--- src/rtl/crc_stream.sv ---
// rtl/crc_stream.sv - streaming parametrised CRC engine with registered result handshake
//
// Purpose: folds a packet of DATA_W-bit beats into a running CRC. The last beat carries
// a contiguous byte-enable. It emits the finalised CRC plus the byte count through a
// one-entry output register.
//
// Optional feature macro: CRC_CHECK_EN. When it is defined, m_match is registered as
// (final CRC == RESIDUE) and the RESIDUE parameter exists. When it is undefined,
// m_match is tied to 0.
//
// Ports:
//   clk, rst                  clock, asynchronous active-high reset
//   s_valid/s_ready           input beat handshake
//   s_data [DATA_W]           beat data, byte k = s_data[8k+7:8k], byte 0 first on the wire
//   s_keep [DATA_W/8]         byte enables, honoured on the last beat only
//   s_last                    final beat of the frame
//   m_valid/m_ready           result handshake
//   m_crc [CRC_W]             finalised CRC
//   m_len [LEN_W]             frame length in bytes (saturating)
//   m_match                   m_crc == RESIDUE (CRC_CHECK_EN only)
module crc_stream #(
  parameter int unsigned DATA_W      = 32,
  parameter int unsigned CRC_W       = 32,
  parameter logic [31:0] POLY        = 32'h04C11DB7,
  parameter logic [31:0] INIT        = 32'hFFFFFFFF,
  parameter logic [31:0] XOR_OUT     = 32'hFFFFFFFF,
  parameter bit          REFLECT_IN  = 1'b1,
  parameter bit          REFLECT_OUT = 1'b1,
  parameter int unsigned LEN_W       = 16
`ifdef CRC_CHECK_EN
  ,
  parameter logic [31:0] RESIDUE     = 32'h2144DF1C
`endif
) (
  input  logic                clk,
  input  logic                rst,
  input  logic                s_valid,
  output logic                s_ready,
  input  logic [DATA_W-1:0]   s_data,
  input  logic [DATA_W/8-1:0] s_keep,
  input  logic                s_last,
  output logic                m_valid,
  input  logic                m_ready,
  output logic [CRC_W-1:0]    m_crc,
  output logic [LEN_W-1:0]    m_len,
  output logic                m_match
);

  localparam int unsigned NB = DATA_W / 8;
  localparam int unsigned CW = $clog2(NB + 1);

  // Constants zero-extended or truncated to the CRC width.
  localparam logic [CRC_W-1:0] POLY_C = CRC_W'(POLY);
  localparam logic [CRC_W-1:0] INIT_C = CRC_W'(INIT);
  localparam logic [CRC_W-1:0] XOR_C  = CRC_W'(XOR_OUT);

  logic [CRC_W-1:0] crc_q;
  logic [LEN_W-1:0] len_q;

  logic             beat_acc;
  logic [CW-1:0]    n_keep;
  logic [CW-1:0]    n_bytes;
  logic [CRC_W-1:0] chain [0:NB];
  logic [CRC_W-1:0] crc_next;
  logic [CRC_W-1:0] crc_fin;
  logic [LEN_W:0]   len_sum;
  logic [LEN_W-1:0] len_next;
  logic [NB-1:0]    keep_inc;
  logic             keep_legal;

  // Bit-serial update of one byte, MSB-first register. With reflected input, bit 0
  // enters first; the output reflection is applied only at finalisation.
  function automatic logic [CRC_W-1:0] crc_byte(input logic [CRC_W-1:0] c, input logic [7:0] b);
    logic [CRC_W-1:0] r;
    logic             fb;
    r = c;
    for (int i = 0; i < 8; i++) begin
      fb = r[CRC_W-1] ^ (REFLECT_IN ? b[i] : b[7-i]);
      r  = {r[CRC_W-2:0], 1'b0} ^ (fb ? POLY_C : '0);
    end
    return r;
  endfunction

  function automatic logic [CRC_W-1:0] rev(input logic [CRC_W-1:0] v);
    logic [CRC_W-1:0] r;
    for (int i = 0; i < CRC_W; i++) r[i] = v[CRC_W-1-i];
    return r;
  endfunction

  assign s_ready  = !m_valid || m_ready;
  assign beat_acc = s_valid && s_ready;

  // A legal keep has the form 2^n-1: adding one clears every set bit.
  assign keep_inc   = s_keep + NB'(1);
  assign keep_legal = ((keep_inc & s_keep) == '0);

  always_comb begin
    n_keep = '0;
    for (int i = 0; i < NB; i++) n_keep = n_keep + CW'(s_keep[i]);
    n_bytes = s_last ? n_keep : CW'(NB);
  end

  // CRC after each prefix length of the beat; the byte count selects the tap.
  always_comb begin
    chain[0] = crc_q;
    for (int k = 0; k < NB; k++) chain[k+1] = crc_byte(chain[k], s_data[8*k +: 8]);
    crc_next = chain[n_bytes];
    crc_fin  = (REFLECT_OUT ? rev(crc_next) : crc_next) ^ XOR_C;
  end

  always_comb begin
    len_sum  = {1'b0, len_q} + (LEN_W+1)'(n_bytes);
    len_next = len_sum[LEN_W] ? '1 : len_sum[LEN_W-1:0];
  end

  always_ff @(posedge clk or posedge rst) begin
    if (rst) begin
      crc_q   <= INIT_C;
      len_q   <= '0;
      m_valid <= 1'b0;
      m_crc   <= '0;
      m_len   <= '0;
    end else begin
      if (m_valid && m_ready) m_valid <= 1'b0;
      if (beat_acc) begin
        if (s_last) begin
          m_valid <= 1'b1;
          m_crc   <= crc_fin;
          m_len   <= len_next;
          crc_q   <= INIT_C;
          len_q   <= '0;
        end else begin
          crc_q <= crc_next;
          len_q <= len_next;
        end
      end
    end
  end

`ifdef CRC_CHECK_EN
  localparam logic [CRC_W-1:0] RES_C = CRC_W'(RESIDUE);

  always_ff @(posedge clk or posedge rst) begin
    if (rst) begin
      m_match <= 1'b0;
    end else if (beat_acc && s_last) begin
      m_match <= (crc_fin == RES_C);
    end
  end
`else
  assign m_match = 1'b0;
`endif

  // Non-contiguous byte enables on a last beat give an undefined result.
  always_ff @(posedge clk) begin
    if (!rst && beat_acc && s_last) assert (keep_legal);
  end

endmodule
--- config.mk ---
export PLATFORM = sky130hd
export DESIGN_NAME = crc_stream
export DESIGN_NICKNAME = d
export VERILOG_FILES = /design/src/rtl/crc_stream.sv
export SDC_FILE = /design/constraint.sdc
export NUM_CORES = 1
export LEC_CHECK = 0
export BUFFER_PORTS_ARGS = -buffer_cell sky130_fd_sc_hd__buf_2
export CAP_MARGIN = 15
export CORE_UTILIZATION = 55
export CTS_CLUSTER_DIAMETER = 40
export DETAILED_ROUTE_END_ITERATION = 7
export PLACE_DENSITY_LB_ADDON = 0.12
export SLEW_MARGIN = 20
export SYNTH_ARGS = -nofsm -noshare
export SYNTH_HDL_FRONTEND = slang
export SYNTH_SLANG_ARGS = --single-unit
--- constraint.sdc ---
create_clock -name clk -period 5.1 [get_ports clk]
set_input_delay 1.02 -clock clk [delete_from_list [all_inputs] [get_ports clk]]
set_output_delay 1.02 -clock clk [all_outputs]
set_load 0.03 [all_outputs]
# After elaboration in Yosys (flattened, before gate mapping)
# Cells that the tools add are included.
totals:
  register_bits: 97
  out_inout_bits: 51
  word_cells: 123
op_classes:
  add_sub_neg: 4
  magnitude_cmp: 1
  muxes: 42
  bitwise_logic: 66
  n_reduce_logical: 5
op_table:
  columns: ["op", "n"]
  rows:
  - ["$xor A32 B27 Y32", 32]
  - ["$mux W27", 32]
  - ["$bmux W32 S3", 1]
  - ["$mux W32", 3]
  - ["$mux W16", 2]
  - ["$not A32 Y32", 1]
  - ["$xor A1 B1 Y1", 32]
  - ["$add A16 B3 Y17", 1]
  - ["$ge A4 B4 Y1 const B", 1]
  - ["$not A3 Y4", 1]
  - ["$add A2 B1 Y3", 1]
  - ["$add A3 B1 Y3", 1]
  - ["$mux W1", 3]
  - ["$mux W3", 1]
  - ["$add A1 B1 Y2", 1]
  - ["$logic_and A1 B1 Y1", 2]
  - ["$reduce_and A2 Y1", 1]
  - ["$logic_not A1 Y1", 1]
  - ["$logic_or A1 B1 Y1", 1]

# Logic depth before layout (Yosys ltp)
# Gate-level depths: netlist of the first run.
depth:
  ltp_word: 100
  depth_mapped: 18
  depth_no_buf: 16

# Worst setup path before layout of the first run
# Ideal clock, no wire load.
synth_path:
  path_type: "input to register"
  startpoint: "input port s_data[5]"
  endpoint: "register crc_q[12]"
  arrival_ns: 4.627
  t_required_ns: 5.009
  slack_ns: 0.382
  stages: 10
  n_path_buf: 1
  cell_sequence: "xnor2_1 -> buf_2 -> xnor3_1 -> xor2_1 -> xor3_1 -> xnor3_1 -> xnor2_4 -> xnor3_1 -> xnor3_1 -> o31ai_1"
synth_between:
  elab_chain_len: 41
  elab_cells_between_ends: 61
  cone_classes: "mux: 19; bitwise: 42"
synth_rtl:
  columns: ["element", "line_no", "text"]
  rows:
  - ["from (decl)", "39", "input logic [DATA_W-1:0] s_data,"]
  - ["$xor A1 B1 Y1 *", "78", "fb = r[CRC_W-1] ^ (REFLECT_IN ? b[i] : b[7-i]);"]
  - ["$mux W27 *", "79", "r = {r[CRC_W-2:0], 1'b0} ^ (fb ? POLY_C : '0);"]
  - ["$xor A32 B27 Y32 * (3 in series)", "79", null]
  - ["$xor A32 B27 Y32 (3 in series)", "79", null]
  - ["$xor A1 B1 Y1", "78", null]
  - ["$mux W27", "79", null]
  - ["$xor A32 B27 Y32 (6 in series)", "79", null]
  - ["$xor A1 B1 Y1", "78", null]
  - ["[8 not listed]", null, null]
  - ["$mux W27", "79", null]
  - ["$xor A32 B27 Y32 (6 in series)", "79", null]
  - ["$xor A1 B1 Y1", "78", null]
  - ["$mux W27", "79", null]
  - ["$xor A32 B27 Y32 (3 in series)", "79", null]
  - ["$bmux W32 S3 *", "107", "crc_next = chain[n_bytes];"]
  - ["$mux W32 (not written as such) * (2 in series)", "107", null]
  - ["$mux W32 *", "126", "if (s_last) begin"]
  - ["to (signal assigned)", "133", "crc_q <= crc_next;"]
  - ["to (decl)", "57", "logic [CRC_W-1:0] crc_q;"]
# Every way passes the cells marked *; elsewhere a longest branch is shown, timed or not. The select of a mux whose other input is x is not followed.
# A chain may end at the register's enable or synchronous reset.

# Final worst setup path of the first run
layout_path:
  startpoint: "input port s_data[0]"
  endpoint: "register crc_q[11]"
layout_between:
  elab_chain_len: 48
  elab_cells_between_ends: 72
  cone_classes: "mux: 22; bitwise: 50"
layout_rtl:
  columns: ["element", "line_no"]
  rows:
  - ["$xor A1 B1 Y1 *", "78"]
  - ["$mux W27 *", "79"]
  - ["$xor A32 B27 Y32 * (6 in series)", "79"]
  - ["$xor A1 B1 Y1", "78"]
  - ["$mux W27", "79"]
  - ["$xor A32 B27 Y32 * (2 in series)", "79"]
  - ["$xor A32 B27 Y32 (4 in series)", "79"]
  - ["$xor A1 B1 Y1", "78"]
  - ["[16 not listed]", null]
  - ["$mux W27", "79"]
  - ["$xor A32 B27 Y32 (6 in series)", "79"]
  - ["$xor A1 B1 Y1", "78"]
  - ["$mux W27", "79"]
  - ["$xor A32 B27 Y32 (2 in series)", "79"]
  - ["$bmux W32 S3 *", "107"]
  - ["$mux W32 (not written as such) * (2 in series)", "107"]
  - ["$mux W32 *", "126"]
# Marked as above.

==> results of run 1 <==
[cell families (layout without fill, tap and decap cells)]
logic type,Yosys count,after routing
xor+xnor,327,327
buf+inv,60,191
fa+ha+maj,7,7
compound gates,218,218
mux,13,13
flops,97,97
simple gates,167,167
other cells,1,1
[per-layer routing]
layer	GRT usage (%)	vias to the layer above	routed length (um)
met4	17.64	0	1523
met2	55.67	451	13910
met3	6.211	84	2738
met5	0	-	0
met1	56.09	3662	13770
li1	-	3356	-
[per-stage QoR]
step / worst slack [ns] / std cells / utilization, % / instance area [um2] / hold slack (ns)
2_1_floorplan: 0.3820 / 890 / - / 9248 / 0.4563
3_3_place_gp: 0.1545 / 1225 / 62.60 / 10340 / 0.4603
3_5_place_dp: 0.1687 / 1225 / 62.60 / 10340 / 0.4652
4_1_cts: 0.5348 / 1241 / 64.28 / 10620 / 0.4834
5_1_grt: 0.3058 / 1241 / 64.28 / 10620 / 0.5080
6_report: 0.4840 / 1241 / 64.28 / 10620 / 0.4772
[placed cells by master (no fill, tap or decap), drive strengths merged, types with 3 or more instances in the layout]
master / synthesis / routed
xor3: 12 / 12
nor3: 6 / 6
o22ai: 8 / 8
a21oi: 55 / 55
a211oi: 8 / 8
a21o: 5 / 5
clkinvlp: 0 / 3
and2: 4 / 4
o31ai: 9 / 9
clkbuf: 41 / 10
o211ai: 4 / 4
inv: 8 / 11
xor2: 73 / 73
dfrtp: 65 / 65
a221oi: 4 / 4
mux2i: 10 / 10
nand3: 9 / 9
xnor3: 65 / 65
a31oi: 17 / 17
o221ai: 16 / 16
dfstp: 32 / 32
o21ai: 55 / 55
and3: 4 / 4
nor2: 75 / 75
buf: 10 / 166
mux2: 3 / 3
xnor2: 177 / 177
nand2: 60 / 60
a22o: 6 / 6
o22a: 21 / 21
ha: 5 / 5
[sequential cells by signal, summed over array words and instances, names as in the netlist]
register and cells:
crc_q 32, m_crc 32, len_q 16, m_len 16, m_valid 1
[how the worst min path moves through the flow]
| stage | start | cells past startpoint | end |
|---|---|---|---|
| finish | m_len[15]$_DFFE_PP0P_ | 2 | m_len[15]$_DFFE_PP0P_ |
| floorplan | len_q[0]$_DFFE_PP0P_ | 2 | len_q[0]$_DFFE_PP0P_ |
| detailed placement | m_len[15]$_DFFE_PP0P_ | 2 | m_len[15]$_DFFE_PP0P_ |
| global placement | m_len[0]$_DFFE_PP0P_ | 2 | m_len[0]$_DFFE_PP0P_ |
| global route | m_crc[7]$_DFFE_PP0P_ | 2 | m_crc[7]$_DFFE_PP0P_ |
| CTS | m_len[15]$_DFFE_PP0P_ | 2 | m_len[15]$_DFFE_PP0P_ |
[worst register-to-register path, delay by kind of cell (launching register included)]
kind | cells | cell delay, ns
AND/OR/NAND/NOR | 1 | 0.07
buffers and inverters | 1 | 0.20
flip-flops | 1 | 0.61
AO/OA/AOI/OAI | 1 | 0.23
XOR/XNOR | 8 | 3.30
[final cells by class]
type | instances | area share [%]
multi-input combinational | 733 | 61.61
sequential | 97 | 23.23
timing repair buffer | 166 | 9.612
tap | 220 | 2.592
clock buffer | 10 | 2.156
clock inverter | 6 | 0.4594
inverter | 9 | 0.3416
[cell usage after synthesis, types with 3 or more instances]
cell and number:
nand2_1 60, xnor2_1 157, a21o_1 5, dfstp_2 32, a21oi_1 55, xor3_1 12, xnor2_4 8, nand3_1 9
nor2_1 75, xnor3_1 63, o31ai_1 9, o211ai_1 4, dfrtp_1 65, o21ai_1 11, xnor2_2 12, mux2_2 3
and2_1 4, o221ai_1 16, a31oi_1 17, a22o_1 6, ha_1 5, nor3_1 6, inv_1 8, a211oi_1 8
buf_2 7, xor2_1 71, mux2i_1 10, a221oi_1 4, o22a_1 21, o21ai_0 44, o22ai_1 8, clkbuf_1 41
and3_1 4
==> flow_summary.json, run 1 <==
{
  "grt_usage_pct": 38.36,
  "synth_area_leader_cell": "dfrtp_1",
  "cp.required_ns": 5.37,
  "clk_latency_ns": 0.36,
  "fin_setup_tns_ns": 0,
  "cts-htree-levels": 3,
  "core_um2": 16520,
  "cts_buffers": 9,
  "critical_path.cell_chain": "buf_2 > xor3_1 > xnor3_1 > xnor2_2 > xnor3_1 > xnor2_4 > xnor3_1 > buf_4 > xnor3_1 > xnor2_1 > nor3_1 > a211o_1",
  "finalMaxSlewViolations": 0,
  "gp_congestion": 1.004,
  "holdBufCountCts": 0,
  "hold_viol_final": 0,
  "r2r_start": "crc_q[19]$_DFFE_PP1P_",
  "hold_path_class": "reg -> reg",
  "die_y_um": 131.7,
  "slowest_delay_ns": 0.57,
  "initial_core_util_pct": 55.96,
  "syn_inst": 890,
  "synthMuxAreaShare_pct": 1.448,
  "synth_top_area_share_pct": 17.59,
  "cp_top_family": "XOR/XNOR gates",
  "syn_area_per_cell_um2": 10.39,
  "skew_ns": 0.01946,
  "outcome": "completed",
  "synth_warnings": 0,
  "slowest_stage": "xnor3_1",
  "worstSetupEndpoint": "crc_q[11]$_DFFE_PP1P_",
  "rrSetupSlack_ns": 0.62,
  "totalWireLength_um": 31940,
  "die_width_um": 131.7,
  "first_pass_iters": 6,
  "syn_area_um2": 9248,
  "synth-adder-area-share_pct": 1.109,
  "synthArstFlopShare_pct": 100.0,
  "synthTopCellsByArea": "dfrtp_1 18%, xnor3_1 15%, xnor2_1 15%",
  "syn_nets": 938,
  "antenna_found_initial": 0,
  "fillCellCount": 1394,
  "seq_area_um2": 2467,
  "synth_seq_cells": 97,
  "clockRootBuffer": "clkbuf_16",
  "rr_worst_depth": 11,
  "grt_max_degree": 62,
  "fmax_mhz": 216.6,
  "synth_top_family_by_area": "XOR/XNOR gates",
  "port_buffers": 90,
  "synth.distinct_cells": 55,
  "cts_resized": 0,
  "routedWlPerCell_um": 25.74,
  "gr-total-overflow": 0,
  "diodes": 0,
  "synth_flop_cell": "dfrtp_1",
  "synth-xor-area-share_pct": 45.50,
  "synthSimpleGateAreaFrac_pct": 7.455,
  "slew-limit-headroom_pct": 25.96,
  "clock_sinks": 97,
  "critical_path_class": "in -> reg",
  "rsz0062_at_grt": "no",
  "grt_pass1_vias": 7549,
  "crit_path_frequent_cell": "xnor3_1",
  "path_buf_inv": 2,
  "drt-vias-per-instance": 6.086,
  "reg2reg_to": "crc_q[11]$_DFFE_PP1P_",
  "drtIter0Drc": 787,
  "post-route-drc-count": 0,
  "ctsLongestPathBuffers": 2,
  "cts_setup_buffers": 0,
  "synth-edff-count": 0,
  "cp.arrival_ns": 4.89,
  "cts_tree": "done",
  "grt_pass1_wl_um": 48480,
  "io_pins": 92,
  "finalSetupViolCount": 0,
  "synth-compound-area-share_pct": 15.15,
  "vias": 7553,
  "timing.final.crit_share_pct": 90.51,
  "seq_area_frac_synth_pct": 26.68,
  "drive_gt1_share_pct": 24.09,
  "hpwlAfterDp_um": 25000,
  "worstPathMaxFanout": 7,
  "critPathLaunch": "s_data[0]",
  "num_rows": 47,
  "area_growth_pct": 14.86,
  "max-cap-violations": 0,
  "detail-route-antenna-nets": 0,
  "clkTransAtPathRegs_ns": 0.07,
  "start_kind": "input pin",
  "multi_input_area_um2": 6544,
  "finalCriticalPeriod_ns": 4.616,
  "die_area_um2": 17340,
  "crit_cells": 12,
  "worstMarginPinSlew_ns": 1.102,
  "crit_path_end_kind": "register",
  "nNetsFinal": 1064
}
Power of run 1 is not shown: default switching activity piles up to over one toggle a cycle in this logic, so the estimate is an artifact.
==> inputs of run 2 (changes only) <==
--- a/config.mk
+++ b/config.mk
@@ -7,6 +7,7 @@
 export LEC_CHECK = 0
 export BUFFER_PORTS_ARGS = -buffer_cell sky130_fd_sc_hd__buf_2
 export CAP_MARGIN = 15
+export CORE_ASPECT_RATIO = 1.4
 export CORE_UTILIZATION = 55
 export CTS_CLUSTER_DIAMETER = 40
 export DETAILED_ROUTE_END_ITERATION = 7
==> constraint.sdc (replaced) <==
create_clock -name clk -period 5.1 [get_ports clk]
set_input_delay 0.255 -clock clk [delete_from_list [all_inputs] [get_ports clk]]
set_output_delay 0.255 -clock clk [all_outputs]
set_load 0.03 [all_outputs]
==> flow_summary.json, run 2 (same netlist as run 1, synthesis figures left out) <==
{
  "hold_viol_final": 0,
  "hpwlAfterDp_um": 25650,
  "cts_resized": 0,
  "grt_pass1_wl_um": 47780,
  "failed_checks": "DRC",
  "busiest_layer": "met2",
  "cts_buffers": 9,
  "drtIter0Drc": 680,
  "final_cell_mix": "157 x xnor2_1, 90 x buf_2, 74 x nor2_1",
  "antenna_found_initial": 0,
  "worstPathMaxFanout": 9,
  "finalSetupViolCount": 0,
  "die_y_um": 155.4,
  "layout_commonest_cell": "xnor2_1",
  "detail-route-antenna-nets": 0,
  "skew_ns": 0.01628,
  "nNetsFinal": 1037,
  "grtUsageMet3_pct": 4.441,
  "initial_core_util_pct": 56.70,
  "use_met1_pct": 45.49,
  "grt_usage_pct": 38.66,
  "gr-total-overflow": 0,
  "port_buffers": 90,
  "multi_input_area_um2": 6549,
  "rsz0062_at_grt": "no",
  "io_pins": 92,
  "diodes": 0,
  "critical_path_class": "reg -> reg",
  "cp.required_ns": 5.34,
  "fmax_mhz": 206.9,
  "seq_area_um2": 2467,
  "timing.final.crit_share_pct": 94.77,
  "finish.instance_area_um2": 10440,
  "cts-htree-levels": 3,
  "grt_max_degree": 61,
  "crit_path_end_kind": "register",
  "post-route-drc-count": 6,
  "rrSetupSlack_ns": 0.27,
  "clockRootBuffer": "clkbuf_16",
  "grt_pass1_vias": 7413,
  "hold_path_class": "in -> reg",
  "totalWireLength_um": 32570,
  "max-cap-violations": 0,
  "cts_tree": "done",
  "vias": 7448,
  "num_rows": 55,
  "placed_area_um2": 10110,
  "fillCellCount": 1371,
  "slew-limit-headroom_pct": 26.36,
  "finalMaxSlewViolations": 0,
  "worstMarginPinSlew_ns": 1.100,
  "drt-vias-per-instance": 6.243,
  "routedWlPerCell_um": 27.30,
  "die_width_um": 111.6,
  "hold_ws_ns": 0.1994,
  "dp.cells": 1176,
  "first_pass_iters": 7,
  "core_um2": 16310,
  "die_area_um2": 17340,
  "cp.arrival_ns": 5.07,
  "fin_setup_tns_ns": 0,
  "drive_gt1_share_pct": 22.13,
  "finalCriticalPeriod_ns": 4.833,
  "instances_no_fill": 1193,
  "clkTransAtPathRegs_ns": 0.09,
  "gp_congestion": 1.010,
  "outcome": "complete, but fails checks",
  "grt_use_met2_pct": 64.94,
  "area_growth_pct": 12.94,
  "start_kind": "register",
  "ctsLongestPathBuffers": 2,
  "top_regs": "crc_q: 32 flops, m_crc: 32 flops",
  "clock_sinks": 97,
  "clk_latency_ns": 0.37
}
run 2: layer usage:
metal	up-vias	wire length (um)
met2	389	15640
met1	3627	12030
met5	-	0
met3	125	2118
li1	3307	-
met4	0	2774
run 2: final timing paths:
check                                      startpoint                    to  cells after the start
worst max-delay path            crc_q[25]$_DFFE_PP1P_  m_crc[5]$_DFFE_PP0P_                     10
worst min-delay path                          m_ready     m_valid$_DFF_PP0_                      3
worst max register to register  crc_q[25]$_DFFE_PP1P_  m_crc[5]$_DFFE_PP0P_                     10
worst min register to register   m_len[0]$_DFFE_PP0P_  m_len[0]$_DFFE_PP0P_                      2
max in group asynchronous                         rst  m_crc[5]$_DFFE_PP0P_                      4
min in group asynchronous                         rst  len_q[0]$_DFFE_PP0P_                      3
run 2: layout make-up:
type / instances / area share (%)
well taps: 199 / 2.384
flip-flops and latches: 97 / 23.63
inverters: 9 / 0.3474
multi-input cells: 733 / 62.70
repair buffers: 139 / 7.859
clock buffers: 9 / 2.156
clock inverters: 7 / 0.9225
run 2: stage by stage:
step                      setup WS, ns  util (%)
after CTS                       0.2745     64.04
after global placement          0.3053     61.97
final                           0.2669     64.04
after detailed placement        0.3322     62.00
after floorplan                 0.8880         -
after global routing            0.1199     64.04
run 2: repair_timing:
item,4_1_cts,5_1_grt
buffers inserted,0,0
hold buffers,1,0
endpoints found under the hold margin,19,0
run 2: worst max-delay path, stage by stage (launching register included):
cell	delay (ns)
dfstp_2	0.41
xnor2_2	0.47
xnor3_1	0.59
xnor2_2	0.32
xnor3_1	0.67
xnor2_4	0.42
xnor3_1	0.63
xnor3_1	0.53
xor2_1	0.19
nand2_1	0.19
a22o_1	0.26
Power of run 2 is left out for the same reason.
==> inputs of run 3 (changes only) <==
--- a/config.mk
+++ b/config.mk
@@ -7,11 +7,14 @@
 export LEC_CHECK = 0
 export BUFFER_PORTS_ARGS = -buffer_cell sky130_fd_sc_hd__buf_2
 export CAP_MARGIN = 15
+export CELL_PAD_IN_SITES_DETAIL_PLACEMENT = 1
+export CELL_PAD_IN_SITES_GLOBAL_PLACEMENT = 1
 export CORE_ASPECT_RATIO = 1.4
-export CORE_UTILIZATION = 55
+export CORE_UTILIZATION = 48
 export CTS_CLUSTER_DIAMETER = 40
 export DETAILED_ROUTE_END_ITERATION = 7
 export PLACE_DENSITY_LB_ADDON = 0.12
+export REMOVE_ABC_BUFFERS = 1
 export SLEW_MARGIN = 20
 export SYNTH_ARGS = -nofsm -noshare
 export SYNTH_HDL_FRONTEND = slang
==> flow_summary.json, run 3 (same netlist as run 1, synthesis figures left out) <==
{
  "die_area_um2": 19830,
  "rsz0062_at_grt": "no",
  "grt_max_degree": 65,
  "gp_congestion": 0.9917,
  "clkTransAtPathRegs_ns": 0.08,
  "die_y_um": 166.2,
  "initial_core_util_pct": 49.32,
  "critical_path_class": "reg -> reg",
  "post-place-ws_ns": 0.1032,
  "outcome": "completed",
  "grt_pass1_vias": 8430,
  "slowest_delay_ns": 0.73,
  "slew-limit-headroom_pct": 43.24,
  "fmax_mhz": 203.6,
  "routedWlPerCell_um": 29.15,
  "timing.final.crit_share_pct": 96.29,
  "die_width_um": 119.3,
  "num_rows": 59,
  "fin_setup_tns_ns": 0,
  "path_buf_inv": 0,
  "gr-total-overflow": 0,
  "start_kind": "register",
  "drt-vias-per-instance": 6.048,
  "finalSetupViolCount": 0,
  "cts_tree": "done",
  "cp.required_ns": 5.35,
  "port_buffers": 90,
  "max-cap-violations": 0,
  "antenna_found_initial": 0,
  "io_pins": 92,
  "core_um2": 18750,
  "grt_pass1_wl_um": 54740,
  "top_regs": "crc_q: 32 flops, m_crc: 32 flops",
  "hpwlAfterDp_um": 27980,
  "first_pass_iters": 5,
  "nNetsFinal": 1045,
  "hold_viol_final": 0,
  "critical_path.cell_chain": "xnor2_2 > xnor3_1 > xnor3_1 > xnor2_2 > xnor2_2 > xnor3_2 > xnor3_1 > xnor2_1 > a21oi_1 > a22o_1",
  "hold_path_class": "in -> reg",
  "vias": 7536,
  "cp.arrival_ns": 5.16,
  "clk_latency_ns": 0.37,
  "cts_setup_buffers": 0,
  "slowest_stage": "xnor3_1",
  "clock_sinks": 97,
  "worstPathMaxFanout": 9,
  "diodes": 0,
  "grt_usage_pct": 38.05,
  "cts_buffers": 9,
  "finalMaxSlewViolations": 0,
  "drtIter0Drc": 433,
  "finalCriticalPeriod_ns": 4.911,
  "post-route-drc-count": 0,
  "detail-route-antenna-nets": 0,
  "area_growth_pct": 13.98,
  "ctsLongestPathBuffers": 2,
  "final_cell_mix": "155 x xnor2_1, 90 x buf_2, 74 x nor2_1",
  "layout_commonest_cell": "xnor2_1",
  "worstMarginPinSlew_ns": 0.8514,
  "cp_top_family": "XOR/XNOR gates",
  "clockRootBuffer": "clkbuf_16",
  "drive_gt1_share_pct": 22.85,
  "cts-htree-levels": 3,
  "finalWorstSetupSlack_ns": 0.1891,
  "skew_ns": 0.01128,
  "totalWireLength_um": 36320,
  "crit_path_end_kind": "register"
}
## run 3: cell types whose count changed in the layout (fill, tap and decap cells not counted), moves of 2 or more
cell        change
xnor2_1         -2
buf_4           +7
xnor2_2         +2
clkinvlp_4      +2
clkinv_8        -3
## run 3: per-layer routing
| metal | GRT usage, % | wire length, um | vias up |
|---|---|---|---|
| met1 | 42.32 | 13320 | 3773 |
| met3 | 5.701 | 1812 | 129 |
| met5 | 0 | 0 | - |
| li1 | - | - | 3311 |
| met2 | 66.43 | 18460 | 323 |
| met4 | 26.03 | 2728 | 0 |
## run 3: final cells by class
type,instances,area [um2]
Fill cell,2113,8210
Multi-Input combinational cell,733,6560
Sequential cell,97,2467
Timing Repair Buffer,147,893.4
Tap cell,244,305.3
Clock buffer,10,229.0
Clock inverter,6,48.80
Inverter,9,36.28
## run 3: path summary, 6_finish.rpt
check	startpoint	end	slack, ns	cells after the start
max	crc_q[27]$_DFFE_PP1P_	m_crc[17]$_DFFE_PP0P_	0.19	10
min	m_ready	m_valid$_DFF_PP0_	0.20	3
max reg2reg	crc_q[27]$_DFFE_PP1P_	m_crc[17]$_DFFE_PP0P_	0.19	10
min reg2reg	m_len[1]$_DFFE_PP0P_	m_len[1]$_DFFE_PP0P_	0.48	2
max in group asynchronous	rst	m_crc[3]$_DFFE_PP0P_	3.42	4
min in group asynchronous	rst	m_len[0]$_DFFE_PP0P_	0.46	3
## run 3: tightest hold or removal path: cells and delay by family
| family | cells | cell delay (ns) |
|---|---|---|
| buf+inv | 1 | 0.07 |
| simple gates | 2 | 0.20 |
## run 3: per-stage QoR
| stage | area [um2] | util, % | cells | hold WS, ns |
|---|---|---|---|---|
| floorplan | 9040 | - | 839 | 0.3878 |
| global placement | 10240 | 54.63 | 1229 | 0.2918 |
| detailed placement | 10240 | 54.63 | 1229 | 0.3036 |
| CTS | 10530 | 56.17 | 1246 | 0.1980 |
| global route | 10540 | 56.21 | 1246 | 0.2084 |
| finish | 10540 | 56.21 | 1246 | 0.2007 |
## run 3: timing repair
action / 4_1_cts / 5_1_grt
endpoints found under the hold margin: 18 / 0
endpoints found under the setup margin: 0 / 10
hold buffers: 1 / 0
gates resized for setup: 0 / 2
Power of run 3 is left out for the same reason.
